===== config.mk =====
export PLATFORM = sky130hd
export DESIGN_NAME = mu_fetch_unit
export DESIGN_NICKNAME = d
export VERILOG_FILES = /design/src/rtl/mu_fetch_unit.sv
export SDC_FILE = /design/constraint.sdc
export NUM_CORES = 1
export LEC_CHECK = 0
export ABC_AREA = 1
export CELL_PAD_IN_SITES_DETAIL_PLACEMENT = 1
export CELL_PAD_IN_SITES_GLOBAL_PLACEMENT = 1
export CORE_MARGIN = 2
export CORE_UTILIZATION = 29
export CTS_CLUSTER_SIZE = 24
export DETAILED_ROUTE_END_ITERATION = 8
export PLACE_DENSITY_LB_ADDON = 0.08
export SYNTH_ARGS = -nofsm -noshare
export SYNTH_HDL_FRONTEND = slang
export SYNTH_SLANG_ARGS = --single-unit

===== constraint.sdc =====
create_clock -name clk -period 3.6 [get_ports clk]
set_input_delay 0.54 -clock clk [delete_from_list [all_inputs] [get_ports clk]]
set_output_delay 0.54 -clock clk [all_outputs]
set_load 0.01 [all_outputs]

===== src/rtl/mu_fetch_unit.sv =====
// Instruction fetch stage: PC register, ROM address, IR capture, valid/ready hand-off; range check under MU_FETCH_RANGE_CHECK_EN.
// Latency: ir_valid rises ROM_LAT cycles after entering FETCH; one instruction per ROM_LAT+1 cycles with ir_ready high.
// Backpressure: with ir_ready low, ir/pc/rom_addr hold; a redirect always wins and drops the held or in-flight word.
module mu_fetch_unit #(
    parameter int                    DATA_WIDTH = 32,
    parameter logic [DATA_WIDTH-1:0] TEXT_BASE  = 32'h0040_0000,
    parameter int                    ROM_DEPTH  = 64,
    parameter int                    ROM_LAT    = 1
) (
    input  logic                  clk,
    input  logic                  rst,
    output logic [DATA_WIDTH-1:0] rom_addr,
    input  logic [DATA_WIDTH-1:0] rom_q,
    input  logic                  redirect_valid,
    input  logic [DATA_WIDTH-1:0] redirect_pc,
    output logic [DATA_WIDTH-1:0] ir,
    output logic [DATA_WIDTH-1:0] ir_pc,
    output logic [DATA_WIDTH-1:0] pc_plus4,
    output logic                  ir_valid,
    input  logic                  ir_ready,
    output logic                  fetch_err
);

    localparam logic [1:0]            CNT_LAST = 2'(ROM_LAT - 1);
    localparam logic [DATA_WIDTH-1:0] FOUR     = DATA_WIDTH'(4);

`ifdef MU_FETCH_RANGE_CHECK_EN
    typedef enum logic [1:0] {S_FETCH, S_VALID, S_ERR} state_t;
`else
    typedef enum logic {S_FETCH, S_VALID} state_t;
`endif

    state_t                state;
    logic [1:0]            cnt;
    logic [DATA_WIDTH-1:0] pc;

    assign rom_addr = pc;
    assign ir_pc    = pc;
    assign pc_plus4 = pc + FOUR;

`ifdef MU_FETCH_RANGE_CHECK_EN
    // Upper bound kept one bit wider so a ROM ending at 2^32 cannot wrap.
    localparam logic [DATA_WIDTH:0] PC_LIMIT = {1'b0, TEXT_BASE} + (DATA_WIDTH+1)'(4 * ROM_DEPTH);
    logic bad_pc;
    assign bad_pc = (pc[1:0] != 2'b00) || (pc < TEXT_BASE) || ({1'b0, pc} >= PC_LIMIT);
`else
    assign fetch_err = 1'b0;
`endif

    always_ff @(posedge clk) begin
        if (rst) begin
            pc       <= TEXT_BASE;
            ir       <= '0;
            ir_valid <= 1'b0;
            cnt      <= 2'd0;
            state    <= S_FETCH;
`ifdef MU_FETCH_RANGE_CHECK_EN
            fetch_err <= 1'b0;
`endif
        end else if (redirect_valid) begin
            // A coinciding handshake is consumed here: the held word is dropped, not re-presented.
            pc       <= redirect_pc;
            cnt      <= 2'd0;
            ir_valid <= 1'b0;
            state    <= S_FETCH;
`ifdef MU_FETCH_RANGE_CHECK_EN
            fetch_err <= 1'b0;
`endif
        end else begin
            case (state)
                S_FETCH: begin
`ifdef MU_FETCH_RANGE_CHECK_EN
                    if (bad_pc) begin
                        state     <= S_ERR;
                        fetch_err <= 1'b1;
                        cnt       <= 2'd0;
                    end else
`endif
                    if (cnt == CNT_LAST) begin
                        ir       <= rom_q;
                        cnt      <= 2'd0;
                        ir_valid <= 1'b1;
                        state    <= S_VALID;
                    end else begin
                        cnt <= cnt + 2'd1;
                    end
                end
                S_VALID: begin
                    if (ir_ready) begin
                        pc       <= pc_plus4;
                        ir_valid <= 1'b0;
                        state    <= S_FETCH;
                    end
                end
                default: ;
            endcase
        end
    end

endmodule

### Yosys cells after proc, flatten, opt, wreduce, memory -nomap -nowiden

Cells that the tools add are included.

| storage, ports and cells | value |
|---|---|
| input port bits | 68 |
| logic and storage cells | 28 |
| register bits after elaboration | 68 |

| operators by class | value |
|---|---|
| multiplexer cells | 10 |
| reduce and logical (&&, ||, !) cells | 7 |
| equal/unequal tests | 2 |
| $add $sub $neg | 2 |
| bitwise operators | 2 |

Operator list:

| kind | count |
|---|---|
| two-way mux 32 bit | 3 |
| adder 32 x 3 -> 32 bit, second input constant | 1 |
| two-way mux 1 bit | 4 |
| != test 2 bit, second input constant | 2 |
| one-hot mux 1 bit (2 select lines) | 2 |
| AND reduction 2 bit | 2 |
| nonzero test 2 bit | 2 |
| AND reduction 3 bit | 1 |
| adder 2 x 1 -> 2 bit, second input constant | 1 |
| logical NOT 2 bit | 1 |
| two-way mux 2 bit | 1 |
| NOT 1 bit | 2 |
| OR reduction 2 bit | 1 |

### Depth between registers and ports, before layout

| depth | value |
|---|---|
| word-level depth | 4 |
| mapped depth | 10 |
| gate-level depth less buffers | 10 |

### Worst setup path before layout

Ideal clock, no wire load.

| timing | value |
|---|---|
| path type | reg2out |
| start | reg pc[2] (netlist: ir_pc[2]) |
| end | out pc_plus4[22] |
| data arrival time | 1.397 ns |
| buffers on the path | 0 |
| path slack | 1.663 ns |
| stages on the path, launching flop included | 7 |
| required time | 3.060 ns |
| cell sequence | dfxtp_1 ha_1 nand2_1 nor2_4 nand2_4 nor3_4 xor2_2 |

| between the ends | value |
|---|---|
| cells in the longest elaborated chain, start to end | 1 |

Ends and longest elaborated chain:

| what | line | text |
|---|---|---|
| start: declaration | 35 | `logic [DATA_WIDTH-1:0] pc;` |
| start signal: assignment | 62 | `pc <= redirect_pc;` |
| start signal: assignment | 90 | `pc <= pc_plus4;` |
| adder 32 x 3 -> 32 bit | 39 | `assign pc_plus4 = pc + FOUR;` |
| end: declaration | 18 | `output logic [DATA_WIDTH-1:0] pc_plus4,` |

No other way between the ends.

### Worst setup path in the final report

| timing | value |
|---|---|
| start | reg pc[3] (netlist: ir_pc[3]) |
| end | out pc_plus4[20] |

The elaborated chain is that of the path after synthesis.

==> results_dict.tcl <==
set metrics [dict create \
    cts_tree "built" \
    core_area_um2 12700 \
    port_buffers 196 \
    cp_max_fo 6 \
    finalSetupTns_ps 0 \
    antenna_found_initial 0 \
    synthToLayoutAreaGrowth_pct 58.0 \
    vias 4189 \
    seq_power_share_pct 36.1 \
    cp-end-kind "output port" \
    cp_data_required_time_ps 3060 \
    cts_max_level 3 \
    p_per_area_nw_per_um2 401 \
    synth.avg_cell_area_um2 6.65 \
    synth_warnings 0 \
    diodes 0 \
    worst_pin_slew_ps 1010 \
    nFillCells 1656 \
    start_kind "register" \
    p_switching_mw 0.630 \
    die_height_um 119 \
    hold_buffers 0 \
    syn_area_um2 3810 \
    min_from "cnt[1]" \
    critPathMaxStageDelay_ps 530 \
    rsz0062_at_grt "no" \
    dp_slack_ps 966 \
    gp_congestion 0.849 \
    setup_violations 0 \
    p_comb_share_pct 21.0 \
    cts_buffers 9 \
    fmax_mhz 334 \
    ys_ff_latch 68 \
    die_width_um 119 \
    dpl.hpwl_mm 11.2 \
    drcViolationCount 0 \
    synth.area.top_cells "dfxtp_1 (36%), nand2_1 (14%), nor2_1 (11%)" \
    status "finished clean" \
    worst_slack_ps 604 \
    synth_largest_area_cell "dfxtp_1" \
    p_sw_share_pct 26.1 \
    grt_util_all_layers_pct 21.1 \
    post-route-period-util_pct 83.2 \
    fin_crit_ps 3000 \
    syn_inst 573 \
    first_global_vias 4606 \
    cts.path.max_buffers 2 \
    grt-ovfl-total 0 \
    ir_drop_v 0.000190 \
    cts.sinks 68 \
    nets 801 \
    synth_nets 644 \
    drt_iter0_drc 116 \
    crit_start "ir_pc[3]" \
    clkSlewWorstSetupHoldPaths_ps 60 \
    grt_pass1_wl_mm 23.6 \
    synth_top_cell_area_share_pct 35.7 \
    fin_util_pct 47.4 \
    critPathKind "register to output port" \
    die_area_um2 14100 \
    placed_cell_area_um2 5680 \
    drt-pass1-iter-count 4 \
    wl_mm 14.6 \
    min_path_type "register to register" \
    post-place-cells 891 \
    multiInputGateArea_um2 1910 \
    ioPinCount 198 \
    wl_per_cell_um 16.1 \
    antenna_left 0 \
    p_int_mw 1.78 \
    clock_power_share_pct 42.9 \
    crit_slowest_cell "clkdlybuf4s50_1" \
    stdcell_area_um2 6020 \
    cts_root_buffer "clkbuf_16" \
    hold_viol_final 0 \
    clock_latency_ps 340 \
    grt_max_degree 38 \
    slew_headroom_pct 32.3 \
    p_leak_nw 2.33 \
    final_cells 906 \
    cp.buffers_inverters 1 \
    start_util_pct 30.0 \
    timing.critical_path.cells "ha_1 > nand2_1 > nor2_4 > nand3b_1 > o21ai_0 > and2_1 > clkdlybuf4s50_1" \
    drive_gt1_share_pct 5.86 \
    slew_viol_final 0 \
    cts_resized 0 \
    crit_family "simple AND/OR/NAND/NOR gates" \
    reg2reg_from "state" \
    drt-vias-per-instance 4.62 \
    cts_setup_buffers 0 \
    fin_skew_ps 5.19 \
    maxCapViolCount 0 \
    synth.distinct_cells 29 \
    yosysSeqAreaShare_pct 35.7 \
    cp.arrival_ps 2460 \
    ff_latch_area_um2 1360 \
    fp-row-count 41 \
]
worst register-to-register path: cells and delay by family (launching register included):
family	cells	cell delay, ps
AOI/OAI and AO/OA	2	390
buffers and inverters	1	350
DFF	1	430
and+or+nand+nor	3	590
layer usage:
layer	wire length (um)	global-route usage (%)	vias to the layer above	part of all wire, %
met3	1200	7.14	22	8.3
met4	354	9.00	0	2.4
met2	7240	37.1	146	50
li1	-	-	2063	-
met1	5760	23.0	1958	40
met5	0	0	-	0
synth_stat cells:
cell	n
nor2_4	7
nand2_1	140
xnor2_1	5
o21ai_0	54
nand2_4	1
nor3_4	1
nand2_2	4
inv_2	1
nor2_2	4
conb_1	1
ha_1	3
buf_1	1
inv_1	51
buf_4	35
nand3b_1	1
nand3_1	15
nor2_1	110
xor2_1	5
xor2_2	6
o211ai_1	1
and2_1	1
o221ai_1	1
clkbuf_1	15
a21oi_1	25
buf_2	4
a31oi_1	7
dfxtp_1	68
a22o_1	5
clkinv_1	1
cells in the final DEF, fill, tap and decap left out, drive strengths merged:
cell	netlist	routed
clkdlybuf4s50	0	196
nand2	145	145
nor2	121	121
dfxtp	68	68
o21ai	54	54
inv	52	52
a21oi	25	25
nand3	15	15
clkbuf	15	11
xor2	11	11
a31oi	7	7
xnor2	5	5
a22o	5	5
buf	40	5
ha	3	3
bufinv	0	3
nor3	1	1
nand3b	1	1
and2	1	1
clkinv	1	1
o211ai	1	1
o221ai	1	1
conb	1	1
clkinvlp	0	1
kinds of logic after synthesis:
group                      share of synthesized area (%)
DFF                                                 35.7
adders and majority gates                          0.985
other                                             0.0984
xor gates and xnor gates                            4.86
AOI/OAI and AO/OA                                   13.1
and+or+nand+nor                                     31.0
buffers and inverters                               14.2
worst paths after layout:
check	slack [ps]	endpoint	depth (start not counted)
setup / recovery	600	pc_plus4[20]	7
hold / removal	480	cnt[1]	2
setup reg to reg	1720	ir_pc[13]	6
hold reg to reg	480	cnt[1]	2
power by group through the flow:
stage | Sequential, mW | Combinational, mW | Clock, mW
final | 0.871 | 0.507 | 1.04
after global routing | 0.880 | 0.553 | 1.09
after CTS | 0.872 | 0.515 | 1.06
after detailed placement | 0.888 | 0.510 | 0
after global placement | 0.883 | 0.505 | 0
after floorplan | 0.898 | 0.198 | 0
layout make-up:
type	count	area share (%)
well taps	172	3.57
clock inverters	4	1.62
flip-flops and latches	68	22.6
inverters	53	3.30
repair buffers	201	33.2
clock buffers	11	4.03
multi-input cells	397	31.7
sequential cells by signal, indices dropped and copies added (netlist names):
register / flops
ir: 32
ir_pc: 32
cnt: 2
ir_valid: 1
state: 1
stage by stage:
step	total power, mW	hold WS (ps)
final	2.41	482
after global routing	2.52	523
after CTS	2.45	488
after detailed placement	1.40	476
after global placement	1.39	461
after floorplan	1.10	451
Power figures use the tool's default switching activity.
==> RTL change: new RTL, same flow settings <==
Build with the macro `MU_FETCH_RANGE_CHECK_EN` defined.
--- a/src/rtl/mu_fetch_unit.sv
+++ b/src/rtl/mu_fetch_unit.sv
@@ -1,6 +1,8 @@
 // Instruction fetch stage: PC register, ROM address, IR capture, valid/ready hand-off; range check under MU_FETCH_RANGE_CHECK_EN.
 // Latency: ir_valid rises ROM_LAT cycles after entering FETCH; one instruction per ROM_LAT+1 cycles with ir_ready high.
 // Backpressure: with ir_ready low, ir/pc/rom_addr hold; a redirect always wins and drops the held or in-flight word.
+`define MU_FETCH_RANGE_CHECK_EN
+
 module mu_fetch_unit #(
     parameter int                    DATA_WIDTH = 32,
     parameter logic [DATA_WIDTH-1:0] TEXT_BASE  = 32'h0040_0000,
Formal check against the unedited RTL: not equivalent (a bounded check fails within 4 cycles, from zero or initial values and one cycle with rst high).
==> RTL change against the unedited design <==
Count of clock-buffer cells in the layout decreased by 1. Critical path type unchanged. Critical path depth decreased by 1. Worst setup slack got worse by 0.021 ns. Global-route usage decreased by 0.77 points. Design area increased by 6.5%. Synthesized cell count increased by 18%. Area after synthesis increased by 11%. Core utilization decreased by 2.7 points. Highest routed layer unchanged. Total power decreased by 9.5%. Sequential cell count increased by 2. Fmax decreased by 0.68%. Routed wire length increased by 6.6%.
==> RTL change: results (changes against the unedited design) <==
| Metric | Value |
|---|---|
| Outcome | `finished clean (unchanged)` |
| Clock buffer count | `10 (was 11)` |
| Routability-driven placement congestion ratio | `0.8373 (was 0.8489)` |
| Leak | `0.002719 uW (was 0.002331 uW)` |
| Arrival @ worst endpoint | `2.48 ns (was 2.46 ns)` |
| Dominant cells by area after synthesis | `dfxtp_1 (33%), nand2_1 (19%), nor2_1 (12%), inv_1 (7.2%), buf_4 (6.0%) (was dfxtp_1 (36%), nand2_1 (14%), nor2_1 (11%), o21ai_0 (7.1%), buf_4 (6.9%))` |
| Clock Skews | `0.005430 ns (was 0.005193 ns)` |
| GRT Util Overall | `20.30% (was 21.08%)` |
| Synth unique cells | `30 (was 29)` |
| Vias per inst | `4.494 (was 4.624)` |
| Maximum VDD drop | `185.8 uV (was 190.2 uV)` |
| NonClk Buf Share | `31.21% (was 33.19%)` |
| Invs w/o clock | `83 (was 53)` |
| Share of post-route cells with drive strength above 1 | `5.707% (was 5.858%)` |
| Commonest cells post-synth | `nand2_1 (213), nor2_1 (134), inv_1 (81), dfxtp_1 (70), buf_4 (34) (was nand2_1 (140), nor2_1 (110), dfxtp_1 (68), o21ai_0 (54), inv_1 (51))` |
| Multi-input combinational area share | `33.69% (was 31.69%)` |
| Adder-cell share of the synthesized area | `1.183% (was 0.9846%)` |
| Synth Area in Compound Gates | `7.717% (was 13.09%)` |
| Filler Cells Inserted | `1,869 (was 1,656)` |
| Post-cts repair resize count | `0 (unchanged)` |
| Clock sinks | `70 (was 68)` |
| First-pass GRT wire length | `25.38 mm (was 23.56 mm)` |
| Clk tree area frac | `4.799% (was 5.649%)` |
| Nets | `908 (was 801)` |
| Dpl hpwl | `12.07 mm (was 11.18 mm)` |
| Net Count, Synth | `750 (was 644)` |
| #MultiIn Comb | `471 (was 397)` |
| Input/output buffers | `197 (was 196)` |
| Relative max-transition margin | `42.04% (was 32.32%)` |
| Pint | `1582 uW (was 1784 uW)` |
| Seq/Total Area, Yosys | `33.12% (was 35.71%)` |
| Hold/Removal Path Class | `flop to flop (unchanged)` |
| Crit-path max cell delay | `0.63 ns (was 0.53 ns)` |
| Delay-heaviest family, CP | `buffers and inverters (was simple AND/OR/NAND/NOR gates)` |
| Pin count of the biggest net entering global routing | `65 (was 38)` |
| WL/cell | `15.15 um (was 16.07 um)` |
## RTL change: changes by cell type after synthesis, sizes merged, moves of 4 or more
cell,before,now
nand2,145,217
inv,52,81
o21ai,54,27
nor2,121,146
nand3,15,21
a22o,5,0
clkbuf,15,11
## RTL change: stage by stage
step | cells | total power (uW) | hold slack (ns) | cell area [um^2]
after global placement | 1009 | 1267 | 0.4640 | 6106
after global routing | 1025 | 2286 | 0.5087 | 6414
after CTS | 1025 | 2219 | 0.4885 | 6414
final | 1025 | 2185 | 0.4866 | 6414
after floorplan | 678 | 1042 | 0.4500 | 4232
after detailed placement | 1009 | 1276 | 0.4713 | 6106
## RTL change: final timing paths
kind	start	to	slack, ns	cells after the start
max	ir_pc[3]	pc_plus4[16]	0.58	6
min	state[1]	state[1]	0.49	2
max reg2reg	ir_pc[22]	ir[13]	1.43	9
min reg2reg	state[1]	state[1]	0.49	2
## RTL change: worst register-to-register path, stage by stage, from the launching register on
cell,delay [ns]
dfxtp_1,0.45
inv_1,0.09
nor2_1,0.10
nand3_1,0.14
clkinv_1,0.08
nand3_1,0.12
nor2_2,0.17
nand3_4,0.53
nor2_1,0.32
nor2_1,0.08
## RTL change: power by group through the flow
| stage | Sequential, uW | Clock (uW) | Combinational, uW |
|---|---|---|---|
| after global routing | 854 | 987 | 445 |
| final | 848 | 929 | 408 |
| after floorplan | 863 | 0 | 179 |
| after CTS | 849 | 958 | 413 |
| after global placement | 863 | 0 | 404 |
| after detailed placement | 866 | 0 | 410 |
## RTL change: per-layer routing
metal  track usage (%)  share of wire [%]  routed length (um)  up-vias
met2             36.39                 50                7824      107
met4             5.221                1.2                 190        0
met1             24.35                 44                6774     2161
met3             4.725                4.8                 738       13
met5                 0                  0                   0        -
li1                  -                  -                   -     2325
